## config.mk

```make
export PLATFORM = sky130hd
export DESIGN_NAME = pll_reset_sequencer
export DESIGN_NICKNAME = d
export VERILOG_FILES = /design/src/rtl/pll_reset_sequencer.sv
export SDC_FILE = /design/constraint.sdc
export NUM_CORES = 1
export LEC_CHECK = 0
export BUFFER_PORTS_ARGS = -buffer_cell sky130_fd_sc_hd__clkbuf_2
export CAP_MARGIN = 20
export CORE_ASPECT_RATIO = 0.75
export CORE_MARGIN = 3
export CORE_UTILIZATION = 45
export DETAILED_ROUTE_END_ITERATION = 8
export SYNTH_ARGS = -nofsm -noshare
export SYNTH_HDL_FRONTEND = slang
export SYNTH_SLANG_ARGS = --single-unit
export TNS_END_PERCENT = 30
```

## constraint.sdc

```tcl
create_clock -name clock -period 1.7 [get_ports clock]
set_input_delay 0 -clock clock [delete_from_list [all_inputs] [get_ports clock]]
set_output_delay 0 -clock clock [all_outputs]
set_load 0.02 [all_outputs]
```

## src/rtl/pll_reset_sequencer.sv

```systemverilog
// Brings the ECP5 memory-clock PLL out of reset, qualifies lock, releases the
// memory and CPU resets in order, and sequences dynamic phase-step requests.
module pll_reset_sequencer #(
  parameter int PLL_RST_CYCLES     = 16,
  parameter int RELOCK_TIMEOUT     = 65535,
  parameter int LOCK_STABLE_CYCLES = 1024,
  parameter int STAGGER_CYCLES     = 16,
  parameter int PULSE_CYCLES       = 4,
  parameter int MAX_RETRIES        = 3
) (
  input  logic       clock,
  input  logic       resetn,
  input  logic       pll_locked,
  output logic       pll_rst,
  input  logic       phase_req,
  input  logic [1:0] phase_sel,
  input  logic       phase_dir,
  output logic       phase_ack,
  output logic [1:0] pll_phasesel,
  output logic       pll_phasedir,
  output logic       pll_phasestep,
  output logic       pll_phaseloadreg,
  output logic       rst_mem_n,
  output logic       rst_cpu_n,
  output logic [2:0] state,
  output logic [7:0] lock_lost_count,
  output logic       fault
);

  typedef enum logic [2:0] {
    S_RESET_PLL = 3'd0,
    S_WAIT_LOCK = 3'd1,
    S_STABILISE = 3'd2,
    S_RELEASE   = 3'd3,
    S_RUN       = 3'd4,
    S_PHASE     = 3'd5,
    S_FAULT     = 3'd6
  } state_e;

  localparam int RST_W = $clog2(PLL_RST_CYCLES + 1);
  localparam int TO_W  = $clog2(RELOCK_TIMEOUT + 1);
  localparam int STB_W = $clog2(LOCK_STABLE_CYCLES + 1);
  localparam int STG_W = $clog2(STAGGER_CYCLES + 1);
  localparam int PH_W  = $clog2(2 * PULSE_CYCLES + 2);
  localparam int RTY_W = $clog2(MAX_RETRIES + 1);

  localparam logic [RST_W-1:0] RST_LAST    = RST_W'(PLL_RST_CYCLES - 1);
  localparam logic [TO_W-1:0]  TO_LAST     = TO_W'(RELOCK_TIMEOUT - 1);
  localparam logic [STB_W-1:0] STB_LAST    = STB_W'(LOCK_STABLE_CYCLES - 1);
  localparam logic [STG_W-1:0] STG_LAST    = STG_W'(STAGGER_CYCLES - 1);
  localparam logic [PH_W-1:0]  PH_LOW_LAST = PH_W'(PULSE_CYCLES);
  localparam logic [PH_W-1:0]  PH_ACK      = PH_W'(2 * PULSE_CYCLES + 1);
  localparam logic [RTY_W-1:0] RTY_MAX     = RTY_W'(MAX_RETRIES);

  state_e           state_q, state_d;
  logic             lk_meta_q, lk_q;
  logic [RST_W-1:0] rst_cnt_q, rst_cnt_d;
  logic [TO_W-1:0]  to_cnt_q, to_cnt_d;
  logic [STB_W-1:0] stb_cnt_q, stb_cnt_d;
  logic [STG_W-1:0] stg_cnt_q, stg_cnt_d;
  logic [PH_W-1:0]  ph_cnt_q, ph_cnt_d;
  logic [RTY_W-1:0] retries_q, retries_d;
  logic [7:0]       lost_q, lost_d;
  logic [1:0]       sel_q, sel_d;
  logic             dir_q, dir_d;
  logic             armed_q, armed_d;
  logic             lock_loss;
  logic             ack_now;

  always_ff @(posedge clock or negedge resetn) begin
    if (!resetn) begin
      state_q   <= S_RESET_PLL;
      lk_meta_q <= 1'b0;
      lk_q      <= 1'b0;
      rst_cnt_q <= '0;
      to_cnt_q  <= '0;
      stb_cnt_q <= '0;
      stg_cnt_q <= '0;
      ph_cnt_q  <= '0;
      retries_q <= '0;
      lost_q    <= '0;
      sel_q     <= 2'd0;
      dir_q     <= 1'b1;
      armed_q   <= 1'b1;
    end else begin
      state_q   <= state_d;
      lk_meta_q <= pll_locked;
      lk_q      <= lk_meta_q;
      rst_cnt_q <= rst_cnt_d;
      to_cnt_q  <= to_cnt_d;
      stb_cnt_q <= stb_cnt_d;
      stg_cnt_q <= stg_cnt_d;
      ph_cnt_q  <= ph_cnt_d;
      retries_q <= retries_d;
      lost_q    <= lost_d;
      sel_q     <= sel_d;
      dir_q     <= dir_d;
      armed_q   <= armed_d;
    end
  end

  assign ack_now = (state_q == S_PHASE) && lk_q && (ph_cnt_q == PH_ACK);

  // Counters only advance while their own state persists, so each starts at zero on entry.
  always_comb begin
    state_d   = state_q;
    rst_cnt_d = '0;
    to_cnt_d  = '0;
    stb_cnt_d = '0;
    stg_cnt_d = '0;
    ph_cnt_d  = '0;
    retries_d = retries_q;
    lost_d    = lost_q;
    sel_d     = sel_q;
    dir_d     = dir_q;
    lock_loss = 1'b0;
    // A request must be seen low after its ack before another step can start.
    armed_d   = ack_now ? 1'b0 : (armed_q | ~phase_req);

    case (state_q)
      S_RESET_PLL: begin
        if (rst_cnt_q == RST_LAST) state_d = S_WAIT_LOCK;
        else                       rst_cnt_d = rst_cnt_q + RST_W'(1);
      end
      S_WAIT_LOCK: begin
        if (lk_q) begin
          state_d = S_STABILISE;
        end else if (to_cnt_q == TO_LAST) begin
          retries_d = retries_q + RTY_W'(1);
          state_d   = (retries_q + RTY_W'(1) == RTY_MAX) ? S_FAULT : S_RESET_PLL;
        end else begin
          to_cnt_d = to_cnt_q + TO_W'(1);
        end
      end
      S_STABILISE: begin
        if (!lk_q)                     state_d = S_WAIT_LOCK;
        else if (stb_cnt_q == STB_LAST) state_d = S_RELEASE;
        else                           stb_cnt_d = stb_cnt_q + STB_W'(1);
      end
      S_RELEASE: begin
        if (!lk_q) begin
          lock_loss = 1'b1;
        end else if (stg_cnt_q == STG_LAST) begin
          state_d   = S_RUN;
          retries_d = '0;
        end else begin
          stg_cnt_d = stg_cnt_q + STG_W'(1);
        end
      end
      S_RUN: begin
        if (!lk_q) begin
          lock_loss = 1'b1;
        end else if (phase_req && armed_q) begin
          state_d = S_PHASE;
          sel_d   = phase_sel;
          dir_d   = phase_dir;
        end
      end
      S_PHASE: begin
        if (!lk_q)                  lock_loss = 1'b1;
        else if (ph_cnt_q == PH_ACK) state_d = S_RUN;
        else                        ph_cnt_d = ph_cnt_q + PH_W'(1);
      end
      S_FAULT: state_d = S_FAULT;
      default: state_d = S_RESET_PLL;
    endcase

    if (lock_loss) begin
      state_d = S_RESET_PLL;
      lost_d  = (lost_q == 8'hFF) ? 8'hFF : lost_q + 8'd1;
    end
  end

  // Step pulse is gated by lk so a lock drop mid-step releases PHASESTEP at once.
  always_comb begin
    pll_rst          = (state_q == S_RESET_PLL);
    rst_mem_n        = (state_q == S_RELEASE) || (state_q == S_RUN) || (state_q == S_PHASE);
    rst_cpu_n        = (state_q == S_RUN) || (state_q == S_PHASE);
    fault            = (state_q == S_FAULT);
    phase_ack        = ack_now;
    pll_phasestep    = !((state_q == S_PHASE) && lk_q &&
                         (ph_cnt_q != '0) && (ph_cnt_q <= PH_LOW_LAST));
    pll_phaseloadreg = 1'b1;
    pll_phasesel     = sel_q;
    pll_phasedir     = dir_q;
    state            = state_q;
    lock_lost_count  = lost_q;
  end

endmodule

```

==> results_dict.tcl, run 1 <==
set metrics [dict create \
    place_ws_ns 0.1058 \
    wl_per_cell_um 13.74 \
    crit_arrival_ns 1.64 \
    cts_tree "done" \
    ioPinCount 28 \
    drt_first_pass_iters 4 \
    setup_viol 0 \
    gp_congestion 0.7889 \
    fmax_ghz 0.6086 \
    drc_errors 0 \
    dp_hpwl_um 4027 \
    clk_latency_ns 0.34 \
    fillers 533 \
    ir_worst_vdd_mv 0.6885 \
    ys_seq_area_share_pct 50.53 \
    core_area_mm2 0.006096 \
    gr-total-overflow 0 \
    fp.dieW_um 99.91 \
    drv_cap 0 \
    ys.flop_type "dfrtp_1" \
    power_frac_clock_pct 30.9 \
    grt_max_degree 41 \
    p_sw_share_pct 32.37 \
    cts.path.max_buffers 2 \
    num_rows 24 \
    slew_viol_final 0 \
    fin_hold_ws_ns 0.1764 \
    intPower_uw 2716 \
    startpoint_type "register" \
    synth_top_area_share_pct 48.76 \
    wl_um 5715 \
    setup_ws_ns 0.05686 \
    power_uw 4016 \
    fin_crit_sh_pct 96.66 \
    synth_warnings 0 \
    final_cell_mix "57 x dfrtp_1, 38 x nor2_1, 25 x clkbuf_2, 17 x nand2_1" \
    critPathMaxFanout 9 \
    synth_area_leaders "dfrtp_1 49%, nor2_1 4.8%, xnor2_1 4.4%" \
    netlist_area_mm2 0.002977 \
    synthToLayoutAreaGrowth_pct 20.51 \
    hp-class "input port to async pin" \
    vias 2179 \
    final_common_cell "dfrtp_1" \
    die_h_um 76.44 \
    slew_headroom_pct 63.01 \
    yosysTopAreaCell "dfrtp_1" \
    vias_per_cell 5.238 \
    rsz0062_at_grt "true" \
    tightest_slew_ns 0.5548 \
    netlist_instances 281 \
    ys_ff_latch 60 \
    diodes 0 \
    critPathKind "register to output pin" \
    io_buffers 26 \
    clk_pin_slew_worst_paths_ns 0.07 \
    grt_pass1_vias 1994 \
    ant_nets 0 \
    dieArea_mm2 0.007637 \
    finalClockSkew_ns 0.008724 \
    p_switching_uw 1300 \
    finalHoldViolations 0 \
    synthArstFlopShare_pct 100.0 \
    p_seq_share_pct 42.5 \
    synth.distinct_cells 51 \
    root_buffer "clkbuf_8" \
    cts_buffers 9 \
    total_leakage_power_uw 0.001669 \
    drive_gt1_share_pct 22.49 \
    syn_nets 298 \
    nNetsFinal 351 \
    antenna_found_initial 0 \
    dpl_cell_area_mm2 0.003287 \
    htree_levels 3 \
    cp_data_required_time_ns 1.70 \
    clkSinkCount 60 \
    drt_iter0_drc 73 \
    synth-edff-count 0 \
    start_util_pct 48.83 \
    cp-end-kind "output pin" \
    track_usage_pct 16.25 \
    syn_area_per_cell_um2 10.59 \
    comb_power_share_pct 26.6 \
    status "finished clean" \
    min_period_ns 1.643 \
    grt_pass1_wl_um 9791 \
    fin_area_mm2 0.003587 \
    power_density_mw_per_mm2 1120 \
]
logic make-up after synthesis:
family	synth area share (%)
AOI/OAI and AO/OA	6.557
xor gates and xnor gates	8.828
adders and majority gates	4.203
buffers and inverters	3.404
DFF	50.53
muxes	2.480
other	0.1260
and+or+nand+nor	23.88
final timing paths:
path | from | cells past startpoint | endpoint | slack (ns)
min in group clock | pll_locked | 2 | lk_meta_q | 0.30
worst max register to register | to_cnt_q[6] | 4 | to_cnt_q[15] | 0.10
worst max-delay path | state[1] | 4 | pll_phasestep | 0.06
worst min register to register | lk_meta_q | 0 | lk_q | 0.36
max in group asynchronous | resetn | 3 | rst_cnt_q[3] | 0.91
worst min-delay path | resetn | 2 | pll_phasesel[0] | 0.18
repair_timing:
action	in CTS	in global routing
setup endpoints to repair	0	8
buffers inserted	0	4
gates resized for setup	0	8
hold endpoints to repair	25	0
hold buffers	6	0
power by group through the flow:
| stage | Sequential, µW | Clock (µW) | Combinational (µW) |
|---|---|---|---|
| after floorplan | 1800 | 0 | 591 |
| after global placement | 1720 | 0 | 1040 |
| after detailed placement | 1730 | 0 | 1050 |
| after CTS | 1700 | 1290 | 1070 |
| after global routing | 1730 | 1350 | 1180 |
| final | 1710 | 1240 | 1070 |
stage by stage:
stage               utilization, %  setup TNS [ns]  std cells
floorplan                        -       -0.006872        281
global placement             53.92               0        391
detailed placement           53.92               0        391
CTS                          58.03               0        412
global route                 58.85        -0.03260        416
finish                       58.85               0        416
area by class of cell:
| class | count | area, µm² | share of cell area [%] |
|---|---|---|---|
| well taps | 78 | 97.59 | 2.721 |
| inverters | 15 | 56.30 | 1.570 |
| clock buffers | 10 | 137.6 | 3.837 |
| clock inverters | 5 | 52.55 | 1.465 |
| repair buffers | 49 | 349.1 | 9.731 |
| flip-flops and latches | 60 | 1505 | 41.96 |
| multi-input cells | 199 | 1389 | 38.72 |
synth_stat cells (4+ instances only):
cell	number
a21oi_1	5
and2_1	4
and3_1	5
and4_1	5
dfrtp_1	58
ha_1	10
inv_1	15
mux2i_1	4
nand2_1	17
nand3_1	14
nand3b_1	4
nand4_1	9
nor2_1	38
nor3_1	6
o21ai_0	6
xnor2_1	15
xor2_1	15
worst max-delay path, stage by stage (launching register included):
cell	delay, ns
dfrtp_1	0.40
buf_4	0.17
nand4b_1	0.22
or3_4	0.37
buf_6	0.14
layer usage:
| metal | track usage, % | vias to the layer above | part of all wire (%) |
|---|---|---|---|
| met1 | 24.20 | 1038 | 52 |
| met5 | 0 | - | 0 |
| met3 | 6.221 | 6 | 6.5 |
| met4 | 4.502 | 0 | 1.0 |
| met2 | 21.70 | 55 | 40 |
| li1 | - | 1080 | - |
sequential cells by signal, summed over array words and instances (netlist names), 2 cells and up:
signal / count
to_cnt_q: 16
stb_cnt_q: 11
lock_lost_count: 8
rst_cnt_q: 5
stg_cnt_q: 5
ph_cnt_q: 4
state: 3
pll_phasesel: 2
retries_q: 2
No activity file was read; power rests on OpenSTA's default activity.
==> run 2, diff against run 1 <==
==> constraint.sdc (replaced) <==
create_clock -name clock -period 1.9 [get_ports clock]
set_input_delay 0 -clock clock [delete_from_list [all_inputs] [get_ports clock]]
set_output_delay 0 -clock clock [all_outputs]
set_load 0.02 [all_outputs]
==> results_dict.tcl, run 2 (synthesis results as in run 1) <==
set metrics [dict create \
    status "finished clean" \
    crit_arrival_ns 1.97 \
    start_util_pct 48.83 \
    final_common_cell "dfrtp_1" \
    finalClockSkew_ns 0.003887 \
    r2r_slack_ns 0.20 \
    cp-startpoint "state[1]" \
    power_frac_clock_pct 35.4 \
    vias 2118 \
    routed.top_layer "met4" \
    diodes 0 \
    wl_um 5718 \
    crit_chain "nand2b_1 -> a211oi_4 -> nand4_1 -> o21ai_0" \
    drt_iter0_drc 101 \
    ir_worst_vdd_mv 0.4666 \
    path_depth 4 \
    critPathKind "register to register" \
    gp_congestion 0.8060 \
    regMostFlops "to_cnt_q" \
    clkSinkCount 60 \
    reg2reg_from "state[1]" \
    comb_power_share_pct 23.4 \
    dp_hpwl_um 3991 \
    slowest_delay_ns 0.49 \
    num_rows 24 \
    critPathCapture "lock_lost_count[2]" \
    largest_reg_flops 16 \
    wl_per_cell_um 13.95 \
    clk_latency_ns 0.34 \
    ioPinCount 28 \
    gr-total-overflow 0 \
    grt_pass1_vias 2043 \
    utilization_pct 58.19 \
    cts_buffers 9 \
    reg2regPathDepth 4 \
    dr_wl_met3_um 317 \
    tns_ns 0 \
    die_h_um 76.44 \
    finalHoldViolations 0 \
    synthToLayoutAreaGrowth_pct 19.17 \
    drive_gt1_share_pct 20.78 \
    slew_viol_final 0 \
    total_leakage_power_uw 0.001642 \
    p_seq_share_pct 41.2 \
    setup_viol 0 \
    antenna_found_initial 0 \
    crit_family "simple AND/OR/NAND/NOR gates" \
    cts_tree "done" \
    hp-class "input port to async pin" \
    root_buffer "clkbuf_8" \
    p_sw_share_pct 30.94 \
    core_area_mm2 0.006096 \
    critPathMaxFanout 12 \
    rsz0062_at_grt "false" \
    wl_met2_um 2400 \
    fmax_ghz 0.5871 \
    nNetsFinal 344 \
    grt_max_degree 26 \
    p_switching_uw 1163 \
    dieArea_mm2 0.007637 \
    cp_data_required_time_ns 2.16 \
    drt_first_pass_iters 4 \
    min_period_ns 1.703 \
    cts.path.max_buffers 2 \
    htree_levels 3 \
    drt-met1-wl_um 2950 \
    startpoint_type "register" \
    track_usage_pct 16.54 \
    final_cell_mix "58 x dfrtp_1, 38 x nor2_1, 26 x clkbuf_2, 17 x nand2_1" \
    cp_slowest_cell "dfrtp_1" \
    power_density_mw_per_mm2 1060 \
    drc_errors 0 \
    drv_cap 0 \
    cp_num_buf_inv 0 \
    vias_per_cell 5.166 \
    r2r_end "lock_lost_count[2]" \
    intPower_uw 2595 \
    ant_nets 0 \
    cp-end-kind "register" \
    fp.dieW_um 99.91 \
    clk_pin_slew_worst_paths_ns 0.07 \
    fin_crit_sh_pct 89.64 \
    io_buffers 26 \
    grt_pass1_wl_um 10020 \
]
## run 2: cell types whose count changed in the layout (fill, tap and decap cells not counted), sizes merged
cell,change
buf,-8
clkbuf,+3
bufinv,+1
clkinv,-1
clkinvlp,-1
## run 2: worst min path at each step
stage / from / end / slack (ns) / depth (start not counted)
final: resetn / ph_cnt_q[0] / 0.10 / 2
after global routing: resetn / stb_cnt_q[10] / 0.11 / 2
after CTS: resetn / ph_cnt_q[0] / 0.1 / 2
after detailed placement: resetn / ph_cnt_q[0] / -0.07 / 1
after global placement: resetn / ph_cnt_q[0] / -0.08 / 1
after floorplan: resetn / lk_meta_q / -0.30 / 0
## run 2: final cells by class
| cell class | instances | area (µm²) |
|---|---|---|
| timing repair buffer | 42 | 265.3 |
| inverter | 15 | 56.30 |
| sequential | 60 | 1504 |
| fill | 528 | 2549 |
| clock inverter | 4 | 70.07 |
| tap | 78 | 97.59 |
| clock buffer | 12 | 165.2 |
| multi-input combinational | 199 | 1389 |
## run 2: per-stage QoR
stage / power (µW) / area [µm²] / cells / setup WS, ns / hold slack (ns)
after global routing: 3987 / 3547 / 410 / 0.007683 / 0.1133
after global placement: 2396 / 3217 / 385 / 0.1803 / -0.07915
final: 3758 / 3547 / 410 / 0.1968 / 0.1019
after floorplan: 2137 / 2982 / 281 / 0.1931 / -0.2956
after CTS: 3765 / 3512 / 407 / 0.09661 / 0.09571
after detailed placement: 2400 / 3217 / 385 / 0.1115 / -0.06616
## run 2: worst register-to-register path: stages, from the launching register on
cell and delay [ns]:
dfrtp_1 0.49, nand2b_1 0.34, a211oi_4 0.38, nand4_1 0.28, o21ai_0 0.14
## run 2: per-layer routing
metal / vias up / GRT usage (%)
met5: - / 0
met4: 0 / 4.911
met3: 4 / 6.404
met2: 51 / 22.24
met1: 997 / 24.30
li1: 1066 / -
## run 2: power groups by stage
stage | Clock (µW) | Sequential [µW] | Combinational (µW)
finish | 1330 | 1550 | 881
global route | 1440 | 1570 | 979
global placement | 0 | 1560 | 834
detailed placement | 0 | 1560 | 836
CTS | 1370 | 1540 | 850
floorplan | 0 | 1610 | 529
## run 2: what timing repair did
item / 4_1_cts / 5_1_grt
hold buffers: 6 / 0
hold endpoints to repair: 65 / 0
setup buffers: 0 / 3
endpoints found under the setup margin: 0 / 8
resized for setup: 0 / 2
